File: config.mk
export PLATFORM = sky130hd
export DESIGN_NAME = note_judge_engine
export DESIGN_NICKNAME = d
export VERILOG_FILES = /design/src/rtl/note_judge_engine.sv
export SDC_FILE = /design/constraint.sdc
export NUM_CORES = 1
export LEC_CHECK = 0
export CAP_MARGIN = 30
export CORE_MARGIN = 2
export CORE_UTILIZATION = 39
export DETAILED_ROUTE_END_ITERATION = 10
export PLACE_DENSITY = 0.64
export RECOVER_POWER = 100
export SLEW_MARGIN = 40
export SYNTH_ARGS = -nofsm -noshare
export SYNTH_HDL_FRONTEND = slang
export SYNTH_SLANG_ARGS = --single-unit
File: constraint.sdc
create_clock -name clk -period 3.1 [get_ports clk]
set_clock_uncertainty 0.2 [all_clocks]
set_input_delay 0.31 -clock clk [delete_from_list [all_inputs] [get_ports clk]]
set_output_delay 0.31 -clock clk [all_outputs]
set_load 0.005 [all_outputs]
File: src/rtl/note_judge_engine.sv
// note_judge_engine: timed hit-window judge with saturating score/combo and lane LEDs.
// Define COMBO_MULT_EN to scale hit points by a combo-dependent multiplier (x1..x4).
module note_judge_engine #(
    parameter int LANES   = 5,
    parameter int WINDOW  = 8,
    parameter int SCORE_W = 8,
    parameter int COMBO_W = 6,
    parameter int HIT_PTS = 1
) (
    input  logic               clk,
    input  logic               rst,
    input  logic               tick,
    input  logic               note_valid,
    input  logic [LANES-1:0]   note_lanes,
    input  logic [LANES-1:0]   btn,
    output logic [LANES-1:0]   lane_led,
    output logic               hit,
    output logic               miss,
    output logic               busy,
    output logic               overrun,
    output logic [SCORE_W-1:0] score,
    output logic [COMBO_W-1:0] combo
);
    localparam int WW = $clog2(WINDOW + 1);
    localparam int PW = SCORE_W + 3;
    typedef enum logic [1:0] {IDLE, ARMED, HIT, MISS} state_t;
    state_t             state_q, state_d;
    logic [LANES-1:0]   target_q, target_d, pressed_q, pressed_d, btn_prev_q, rise;
    logic [WW-1:0]      win_q, win_d;
    logic [SCORE_W-1:0] score_q, score_d, score_sat;
    logic [COMBO_W-1:0] combo_q, combo_d;
    logic               overrun_q, overrun_d;
    logic [PW-1:0]      pts;
    logic [PW:0]        sum;
    assign rise = btn & ~btn_prev_q;
`ifdef COMBO_MULT_EN
    logic [COMBO_W-1:0] grp;
    logic [2:0]         mult;
    assign grp  = combo_q >> 3;
    assign mult = (grp > COMBO_W'(2)) ? 3'd4 : 3'(grp) + 3'd1;
    assign pts  = PW'(HIT_PTS) * PW'(mult);
`else
    assign pts = PW'(HIT_PTS);
`endif
    assign sum       = (PW + 1)'(score_q) + (PW + 1)'(pts);
    assign score_sat = (sum > (PW + 1)'({SCORE_W{1'b1}})) ? '1 : sum[SCORE_W-1:0];
    always_comb begin
        state_d   = state_q;
        target_d  = target_q;
        pressed_d = pressed_q;
        win_d     = win_q;
        score_d   = score_q;
        combo_d   = combo_q;
        overrun_d = overrun_q | (note_valid & (state_q != IDLE));
        case (state_q)
            IDLE: if (note_valid && |note_lanes) begin
                state_d   = ARMED;
                target_d  = note_lanes;
                pressed_d = '0;
                win_d     = WW'(WINDOW);
            end
            ARMED: begin
                pressed_d = pressed_q | (rise & target_q);
                win_d     = tick ? win_q - WW'(1) : win_q;
                // wrong lane beats completion, completion beats expiry
                if (|(rise & ~target_q))
                    state_d = MISS;
                else if (pressed_d == target_q)
                    state_d = HIT;
                else if (tick && win_q == WW'(1))
                    state_d = MISS;
            end
            default: state_d = IDLE;
        endcase
        if (state_q == ARMED && state_d == HIT) begin
            score_d = score_sat;
            combo_d = &combo_q ? combo_q : combo_q + COMBO_W'(1);
        end
        if (state_q == ARMED && state_d == MISS)
            combo_d = '0;
    end
    always_ff @(posedge clk or negedge rst) begin
        if (!rst) begin
            state_q    <= IDLE;
            target_q   <= '0;
            pressed_q  <= '0;
            btn_prev_q <= '0;
            win_q      <= '0;
            score_q    <= '0;
            combo_q    <= '0;
            overrun_q  <= 1'b0;
        end else begin
            state_q    <= state_d;
            target_q   <= target_d;
            pressed_q  <= pressed_d;
            btn_prev_q <= btn;
            win_q      <= win_d;
            score_q    <= score_d;
            combo_q    <= combo_d;
            overrun_q  <= overrun_d;
        end
    end
    assign lane_led = (state_q == ARMED) ? target_q : '0;
    assign hit      = (state_q == HIT);
    assign miss     = (state_q == MISS);
    assign busy     = (state_q != IDLE);
    assign overrun  = overrun_q;
    assign score    = score_q;
    assign combo    = combo_q;
endmodule

==> results of run 1 <==
## synth_stat cells, drive strengths merged, types with 6 or more instances
master	number	area share, %
and2	12	3.9
nand3	10	2.6
nor2b	6	2.0
nor2	10	2.0
nand2b	11	3.6
nand2	9	1.8
a21oi	14	3.8
a31oi	7	2.3
dfrtp	36	47
inv	10	2.0
o21ai	10	2.6
mux2	7	4.1
## where the power goes
part / internal, mW / total, mW / switching [mW] / leakage [nW]
combinational: 0.348 / 0.678 / 0.330 / 0.550
sequential: 0.582 / 0.724 / 0.142 / 0.458
clock: 0.177 / 0.342 / 0.164 / 0.0510
## per-layer routing
layer,vias up,GRT usage [%],routed length (µm)
li1,780,-,-
met1,750,22.7,1980
met2,30,24.4,1830
met3,2,4.34,143
met4,0,4.85,27
met5,-,0,0
## kinds of logic after synthesis
logic type,share of synthesized area [%]
AND/OR/NAND/NOR,24.9
AO/OA/AOI/OAI,16.0
flip-flops,46.9
buffers and inverters,3.58
multiplexers,4.10
adder cells (fa/ha/maj),3.26
XOR/XNOR,1.37
## state kept, by name (all words and copies together) (netlist names)
register / cells
score: 8
combo: 6
btn_prev_q: 5
pressed_q: 5
target_q: 5
win_q: 4
state_q: 2
overrun: 1
## how the worst max path moves through the flow
stage / end / slack [ns] / cells after the start
after floorplan: score[3] / 1.06 / 7
after global placement: score[5] / 0.38 / 7
after detailed placement: score[5] / 0.33 / 7
after CTS: score[5] / 0.64 / 7
after global routing: win_q[1] / 0.23 / 2
final: target_q[0] / 0.46 / 5
## area by class of cell
cell class	instances	area [µm²]
Clock buffer	6	82.6
Clock inverter	2	10.0
Fill cell	475	2300
Inverter	10	37.5
Multi-Input combinational cell	143	930
Sequential cell	36	901
Tap cell	67	83.8
Timing Repair Buffer	41	383
==> results.sh, run 1 <==
export IMPL_status="finished, violations left"
export IMPL_violations="capacitance limit, slew limit"
export IMPL_utilization_pct=51.4
export IMPL_regToRegSetupSlack_ns=0.79
export IMPL_cts_sinks=36
export IMPL_antenna_found_initial=0
export IMPL_hold_viol=0
export IMPL_post_drt_wl_per_cell_um=13.1
export IMPL_synth_edf_count=0
export IMPL_crit_arrival_ns=2.61
export IMPL_endpoint_kind="register"
export IMPL_avgSynthCellArea_um2=9.91
export IMPL_portBuffers=36
export IMPL_yosysWarnings=0
export IMPL_cts_resized=0
export IMPL_cts_setup_buffers=0
export IMPL_p_per_area_mw_per_mm2=718
export IMPL_grt_usage_pct=16.1
export IMPL_final_cell_area_mm2=0.00243
export IMPL_antenna_cells=0
export IMPL_hold_path_endpoint="overrun"
export IMPL_drc=0
export IMPL_cts_root_buf="clkbuf_8"
export IMPL_start_util_pct=40.7
export IMPL_period_minus_slack_ns=2.64
export IMPL_async_flop_share_pct=100
export IMPL_die_area_mm2=0.00551
export IMPL_clkLatencyLatePin_ns=0.28
export IMPL_critical_path_class="in2reg"
export IMPL_synth_main_ff_cell="dfrtp_1"
export IMPL_reg2reg_depth=7
export IMPL_r2r_start="btn_prev_q[0]"
export IMPL_cts_buffers=5
export IMPL_holdWs_ns=0.258
export IMPL_max_cap_violations=1
export IMPL_gp_congestion=0.756
export IMPL_start_kind="primary input"
export IMPL_setup_viol=0
export IMPL_ir_worst_vdd_v=0.000356
export IMPL_cts_clk_slew_worst_paths_ns=0.07
export IMPL_vias=1562
export IMPL_detail_route_first_pass_iterations=4
export IMPL_place_hpwl_um=2990
export IMPL_synth_seq_cells=36
export IMPL_fin_nets=256
export IMPL_die_y_um=74.2
export IMPL_coreArea_mm2=0.00472
export IMPL_path_buf_inv=2
export IMPL_worst_pin_slew_ns=1.90
export IMPL_grt_pass1_vias=1426
export IMPL_dpl_instance_area_mm2=0.00237
export IMPL_post_synth_num_cell_types=46
export IMPL_fin_ws_ns=0.459
export IMPL_final_common_cell="dfrtp_1"
export IMPL_worstReg2RegEnd="score[2]"
export IMPL_hold_buffers=0
export IMPL_rsz0062_at_grt="no"
export IMPL_total_power_mw=1.74
export IMPL_drt_iter0_drc=70
export IMPL_grt_pass1_wl_um=6760
export IMPL_worstPathCellList="dlygate4sd3_1 > or4_1 > o211ai_1 > clkbuf_1 > mux2_1"
export IMPL_chipWidth_um=74.2
export IMPL_max_stage_delay_ns=0.58
export IMPL_max_freq_mhz=379
export IMPL_synth_fp_nets=213
export IMPL_min_from="overrun"
export IMPL_tritoncts="yes"
export IMPL_dp_cells=297
export IMPL_mostFrequentLayoutCells="dfrtp_1 (36), dlygate4sd3_1 (27), a21oi_1 (14)"
export IMPL_cp_startpoint="note_lanes[0]"
export IMPL_synthesis_area_mm2=0.00192
export IMPL_crit_required_ns=3.07
export IMPL_holdPathStages=1
export IMPL_slew_headroom_pct=-26.6
export IMPL_instances_no_fill=305
export IMPL_critPathSlowestCell="dlygate4sd3_1"
export IMPL_synthCells=194
export IMPL_vias_per_cell=5.12
export IMPL_cp_max_fo=7
export IMPL_clockBufferDepth=2
export IMPL_antenna_left=0
export IMPL_drive_above_1_share_pct=5.04
export IMPL_grt_max_degree=37
export IMPL_htree_levels=2
export IMPL_ioPinCount=37
export IMPL_finalSetupTns_ns=0
export IMPL_post_route_period_util_pct=85.2
export IMPL_row_count=25
export IMPL_dpl_worst_slack_ns=0.331
export IMPL_min_path_type="reg2reg"
export IMPL_crit_family="buffers and inverters"
export IMPL_drt_total_wl_um=3980
export IMPL_ys_seq_area_share_pct=46.9
export IMPL_slew_viol_final=37
export IMPL_p_leak_nw=1.06
export IMPL_area_delta_synth_final_pct=26.3
export IMPL_grt_overflow_total=0
Power figures use the tool's default switching activity.
==> run 2, diff against run 1 <==
--- a/config.mk
+++ b/config.mk
@@ -10,7 +10,7 @@
 export CORE_UTILIZATION = 39
 export DETAILED_ROUTE_END_ITERATION = 10
 export PLACE_DENSITY = 0.64
-export RECOVER_POWER = 100
+export RECOVER_POWER = 25
 export SLEW_MARGIN = 40
 export SYNTH_ARGS = -nofsm -noshare
 export SYNTH_HDL_FRONTEND = slang
==> run 2 against run 1 <==
Effect of this change:
- the run still ends with capacitance limit, slew limit left
- setup slack improved by 0.10 ns
- critical path depth up 2
- combinational power grew 9.3%
- total power is 3.6% higher
- global-route usage unchanged
- routed wire length grew 0.33%
- sequential power about the same
- core utilization grew 0.72 points
- non-clock buffer count unchanged
- worst hold slack better by 0.0062 ns
- first-iteration DRC count grew 10%
- clock power is essentially flat
- largest power group is now combinational cells
==> results.sh, run 2 (synthesis gave the netlist of run 1 again) <==
export IMPL_vias=1559
export IMPL_violations="capacitance limit, slew limit"
export IMPL_grt_usage_pct=16.1
export IMPL_holdPathStages=1
export IMPL_crit_required_ns=3.07
export IMPL_max_cap_violations=1
export IMPL_max_stage_delay_ns=0.57
export IMPL_critical_path_class="in2reg"
export IMPL_cp_max_fo=9
export IMPL_min_from="overrun"
export IMPL_crit_family="simple AND/OR/NAND/NOR gates"
export IMPL_holdWs_ns=0.264
export IMPL_area_delta_synth_final_pct=28.1
export IMPL_fin_nets=256
export IMPL_largest_reg_flops=8
export IMPL_min_path_type="reg2reg"
export IMPL_post_route_period_util_pct=81.9
export IMPL_status="finished, violations left"
export IMPL_slew_viol_final=37
export IMPL_combinationalPowerShare_pct=41.0
export IMPL_critPathSlowestCell="dlygate4sd3_1"
export IMPL_die_area_mm2=0.00551
export IMPL_gp_congestion=0.756
export IMPL_endpoint_kind="register"
export IMPL_mostFrequentLayoutCells="dfrtp_1 (36), clkdlybuf4s50_1 (30), a21oi_1 (13)"
export IMPL_vias_per_cell=5.11
export IMPL_die_y_um=74.2
export IMPL_p_per_area_mw_per_mm2=734
export IMPL_max_freq_mhz=394
export IMPL_drive_above_1_share_pct=7.56
export IMPL_worstReg2RegEnd="score[5]"
export IMPL_portBuffers=36
export IMPL_p_leak_nw=1.03
export IMPL_cts_setup_buffers=0
export IMPL_p_int_mw=1.15
export IMPL_rsz0062_at_grt="no"
export IMPL_cts_sinks=36
export IMPL_cts_clk_slew_worst_paths_ns=0.07
export IMPL_worstPathCellList="dlygate4sd3_1 > or2b_1 > a21oi_2 > and4_1 > and3_1 > nand4_1 > mux2_1"
export IMPL_setup_viol=0
export IMPL_hold_viol=0
export IMPL_hold_path_endpoint="overrun"
export IMPL_clkLatencyLatePin_ns=0.28
export IMPL_post_drt_wl_per_cell_um=13.1
export IMPL_cp_depth=7
export IMPL_grt_overflow_total=0
export IMPL_final_common_cell="dfrtp_1"
export IMPL_hold_buffers=0
export IMPL_clockBufferDepth=2
export IMPL_cts_root_buf="clkbuf_8"
export IMPL_detail_route_first_pass_iterations=4
export IMPL_drt_total_wl_um=4000
export IMPL_htree_levels=2
export IMPL_tritoncts="yes"
export IMPL_worst_pin_slew_ns=1.90
export IMPL_grt_pass1_vias=1426
export IMPL_antenna_found_initial=0
export IMPL_slew_headroom_pct=-26.5
export IMPL_path_buf_inv=1
export IMPL_drt_iter0_drc=77
export IMPL_crit_arrival_ns=2.51
export IMPL_regToRegSetupSlack_ns=0.79
export IMPL_antenna_cells=0
export IMPL_r2r_start="btn_prev_q[0]"
export IMPL_coreArea_mm2=0.00472
export IMPL_grt_max_degree=37
export IMPL_reg2reg_depth=6
export IMPL_start_kind="primary input"
export IMPL_switching_share_pct=36.3
export IMPL_antenna_left=0
export IMPL_drc=0
export IMPL_p_seq_share_pct=40.1
export IMPL_start_util_pct=40.7
export IMPL_place_hpwl_um=2990
export IMPL_ir_worst_vdd_v=0.000359
export IMPL_cts_buffers=5
export IMPL_ioPinCount=37
export IMPL_row_count=25
export IMPL_power_share_clock_pct=18.9
export IMPL_period_minus_slack_ns=2.54
export IMPL_cts_resized=0
export IMPL_chipWidth_um=74.2
export IMPL_grt_pass1_wl_um=6760
export IMPL_switching_power_mw=0.656
export IMPL_finalSetupTns_ns=0
[run 2: cell types whose count changed in the layout (fill, tap and decap cells not counted), sizes merged]
cell | before | now
buf | 1 | 4
dlygate4sd3 | 27 | 6
clkbuf | 10 | 7
clkdlybuf4s50 | 9 | 30
[run 2: worst register-to-register path, stage by stage (launching register included)]
cell     delay (ns)
dfrtp_1        0.38
or2b_1         0.25
a21oi_2        0.12
and4_1         0.37
and3_1         0.41
nand4_1        0.15
mux2_1         0.32
[run 2: layout make-up]
cell class	instances	area (µm²)
timing repair buffer	41	394
sequential	36	901
clock inverter	2	10.0
clock buffer	6	82.6
tap	67	83.8
inverter	10	37.5
fill	463	2260
multi-input combinational	143	952
[run 2: worst max path at each step]
stage	to	slack [ns]	start
finish	score[5]	0.56	btn[0]
global route	win_q[1]	0.23	rst
CTS	score[5]	0.64	btn[0]
detailed placement	score[5]	0.33	btn[0]
global placement	score[5]	0.38	btn[0]
floorplan	score[3]	1.06	score[0]
[run 2: power by group through the flow]
| stage | Sequential, mW | Clock, mW | Combinational (mW) |
|---|---|---|---|
| after global routing | 0.747 | 0.372 | 0.841 |
| after floorplan | 0.692 | 0 | 0.494 |
| after CTS | 0.726 | 0.348 | 0.756 |
| final | 0.724 | 0.341 | 0.741 |
| after global placement | 0.730 | 0 | 0.743 |
| after detailed placement | 0.733 | 0 | 0.752 |
[run 2: per-stage QoR]
step           setup WS, ns  power [mW]  util, %  cell area, µm²  cells
3_5_place_dp          0.331        1.48     50.2            2370    297
5_1_grt               0.233        1.96     52.1            2460    305
6_report              0.561        1.81     52.1            2460    305
2_1_floorplan          1.06        1.19        -            1920    194
3_3_place_gp          0.380        1.47     50.2            2370    297
4_1_cts               0.644        1.83     52.2            2460    305
[run 2: routing by layer]
layer | global-route usage (%) | up-vias | wire [µm]
met5 | 0 | - | 0
met4 | 4.85 | 0 | 27
met3 | 4.34 | 2 | 148
met2 | 24.4 | 30 | 1850
met1 | 22.7 | 749 | 1970
li1 | - | 778 | -
==> run 3, diff against run 2 <==
--- a/config.mk
+++ b/config.mk
@@ -9,7 +9,7 @@
 export CORE_MARGIN = 2
 export CORE_UTILIZATION = 39
 export DETAILED_ROUTE_END_ITERATION = 10
-export PLACE_DENSITY = 0.64
+export PLACE_DENSITY = 0.66
 export RECOVER_POWER = 25
 export SLEW_MARGIN = 40
 export SYNTH_ARGS = -nofsm -noshare
==> constraint.sdc (replaced) <==
create_clock -name clk -period 2.26 [get_ports clk]
set_clock_uncertainty 0.2 [all_clocks]
set_input_delay 0.226 -clock clk [delete_from_list [all_inputs] [get_ports clk]]
set_output_delay 0.226 -clock clk [all_outputs]
set_load 0.005 [all_outputs]
==> run 3 against run 2 <==
Effect of this change:
- the run now ends clean
- setup slack worse by 0.44 ns
- total power increased by 49%
- sequential power rose by 33%
- critical path depth fell by 3
- first-iteration DRC count up 30%
- combinational power rose by 69%
- cell count grew 5.6%
- count of clock-buffer cells in the layout grew 2
- worst hold slack got worse by 0.0061 ns
- global-route usage up 1.0 points
- largest cell class unchanged
- highest routed layer unchanged
==> results.sh, run 3 (synthesis gave the netlist of run 1 again) <==
export IMPL_fin_nets=273
export IMPL_slew_headroom_pct=40.1
export IMPL_hold_viol=0
export IMPL_worstReg2RegEnd="score[5]"
export IMPL_utilization_pct=55.4
export IMPL_rsz0062_at_grt="no"
export IMPL_vias=1626
export IMPL_min_path_type="in2reg"
export IMPL_mostFrequentLayoutCells="dfrtp_1 (36), clkdlybuf4s50_1 (32), buf_4 (19)"
export IMPL_crit_family="buffers and inverters"
export IMPL_post_route_period_util_pct=94.5
export IMPL_worstPathCellList="nor2b_2 > buf_12 > and2_1 > clkdlybuf4s50_1"
export IMPL_antenna_cells=0
export IMPL_gp_congestion=0.773
export IMPL_ir_worst_vdd_v=0.000456
export IMPL_endpoint_kind="primary output"
export IMPL_chipWidth_um=74.2
export IMPL_max_stage_delay_ns=0.50
export IMPL_p_leak_nw=1.12
export IMPL_portBuffers=36
export IMPL_post_drt_wl_per_cell_um=13.1
export IMPL_max_cap_violations=0
export IMPL_place_hpwl_um=3160
export IMPL_detail_route_first_pass_iterations=4
export IMPL_start_kind="register"
export IMPL_switching_share_pct=35.0
export IMPL_grt_usage_pct=17.1
export IMPL_grt_overflow_total=0
export IMPL_worst_pin_slew_ns=0.899
export IMPL_drc=0
export IMPL_power_share_clock_pct=17.5
export IMPL_drt_total_wl_um=4220
export IMPL_drive_above_1_share_pct=14.5
export IMPL_slew_viol_final=0
export IMPL_final_common_cell="dfrtp_1"
export IMPL_start_util_pct=40.7
export IMPL_clockBufferDepth=2
export IMPL_grt_pass1_wl_um=7130
export IMPL_critical_path_class="reg2out"
export IMPL_reg2reg_depth=6
export IMPL_grt_max_degree=37
export IMPL_p_int_mw=1.74
export IMPL_ioPinCount=37
export IMPL_cts_buffers=5
export IMPL_die_y_um=74.2
export IMPL_cts_sinks=36
export IMPL_crit_required_ns=1.83
export IMPL_cp_endpoint="lane_led[2]"
export IMPL_largest_reg_flops=8
export IMPL_hold_buffers=0
export IMPL_cp_startpoint="state_q[0]"
export IMPL_total_power_mw=2.68
export IMPL_cts_root_buf="clkbuf_8"
export IMPL_die_area_mm2=0.00551
export IMPL_p_seq_share_pct=36.0
export IMPL_status="finished, final reports clean"
export IMPL_r2r_start="target_q[4]"
export IMPL_regToRegSetupSlack_ns=0.16
export IMPL_clkLatencyLatePin_ns=0.29
export IMPL_cp_depth=4
export IMPL_holdWs_ns=0.258
export IMPL_max_freq_mhz=468
export IMPL_vias_per_cell=5.05
export IMPL_period_minus_slack_ns=2.13
export IMPL_critPathSlowestCell="clkdlybuf4s50_1"
export IMPL_cts_clk_slew_worst_paths_ns=0.07
export IMPL_combinationalPowerShare_pct=46.5
export IMPL_p_per_area_mw_per_mm2=1030
export IMPL_cts_setup_buffers=0
export IMPL_antenna_found_initial=0
export IMPL_setup_viol=0
export IMPL_switching_power_mw=0.940
export IMPL_area_delta_synth_final_pct=36.2
export IMPL_tritoncts="yes"
export IMPL_antenna_left=0
export IMPL_cp_max_fo=13
export IMPL_htree_levels=2
export IMPL_grt_pass1_vias=1539
export IMPL_cts_resized=0
export IMPL_path_buf_inv=2
export IMPL_coreArea_mm2=0.00472
export IMPL_row_count=25
export IMPL_drt_iter0_drc=100
export IMPL_crit_arrival_ns=1.71
export IMPL_holdPathStages=1
## run 3: cell count changes in the layout (fill, tap and decap cells not counted), sizes merged
| cell | delta |
|---|---|
| clkdlybuf4s50 | +2 |
| dlygate4sd3 | -2 |
| clkbuf | +2 |
| buf | +17 |
| clkinv | -2 |
## run 3: routing by layer
metal  wire, µm  up-vias  GRT usage (%)
met1       2070      769           23.5
met3        138        5           3.66
li1           -      819              -
met5          0        -              0
met4         88        0           8.89
met2       1920       33           25.6
## run 3: area by class of cell
cell class / instances / area (µm²)
Multi-Input combinational cell: 143 / 957
Timing Repair Buffer: 58 / 548
Clock buffer: 8 / 90.1
Fill cell: 421 / 2110
Inverter: 10 / 37.5
Sequential cell: 36 / 901
Tap cell: 67 / 83.8
## run 3: stage by stage
stage | std cells | worst slack (ns) | cell area (µm²) | setup TNS [ns]
after floorplan | 194 | 0.225 | 1920 | 0
after global placement | 314 | -0.171 | 2520 | -1.26
after detailed placement | 314 | -0.223 | 2520 | -1.73
after CTS | 322 | 0.0326 | 2620 | 0
after global routing | 322 | 0.0401 | 2620 | 0
final | 322 | 0.125 | 2620 | 0
## run 3: power groups by stage
stage          registers (mW)  logic (mW)  clock network [mW]
2_1_floorplan           0.950       0.678                   0
3_3_place_gp            0.972        1.23                   0
3_5_place_dp            0.976        1.25                   0
4_1_cts                 0.965        1.26               0.483
5_1_grt                 0.995        1.38               0.509
6_report                0.965        1.25               0.470
## run 3: how the worst min path moves through the flow
stage / slack, ns / from / end
2_1_floorplan: -0.27 / rst / btn_prev_q[0]
3_3_place_gp: 0.25 / overrun / overrun
3_5_place_dp: 0.25 / overrun / overrun
4_1_cts: 0.18 / rst / score[4]
5_1_grt: 0.25 / btn[4] / btn_prev_q[4]
6_report: 0.26 / btn[4] / btn_prev_q[4]
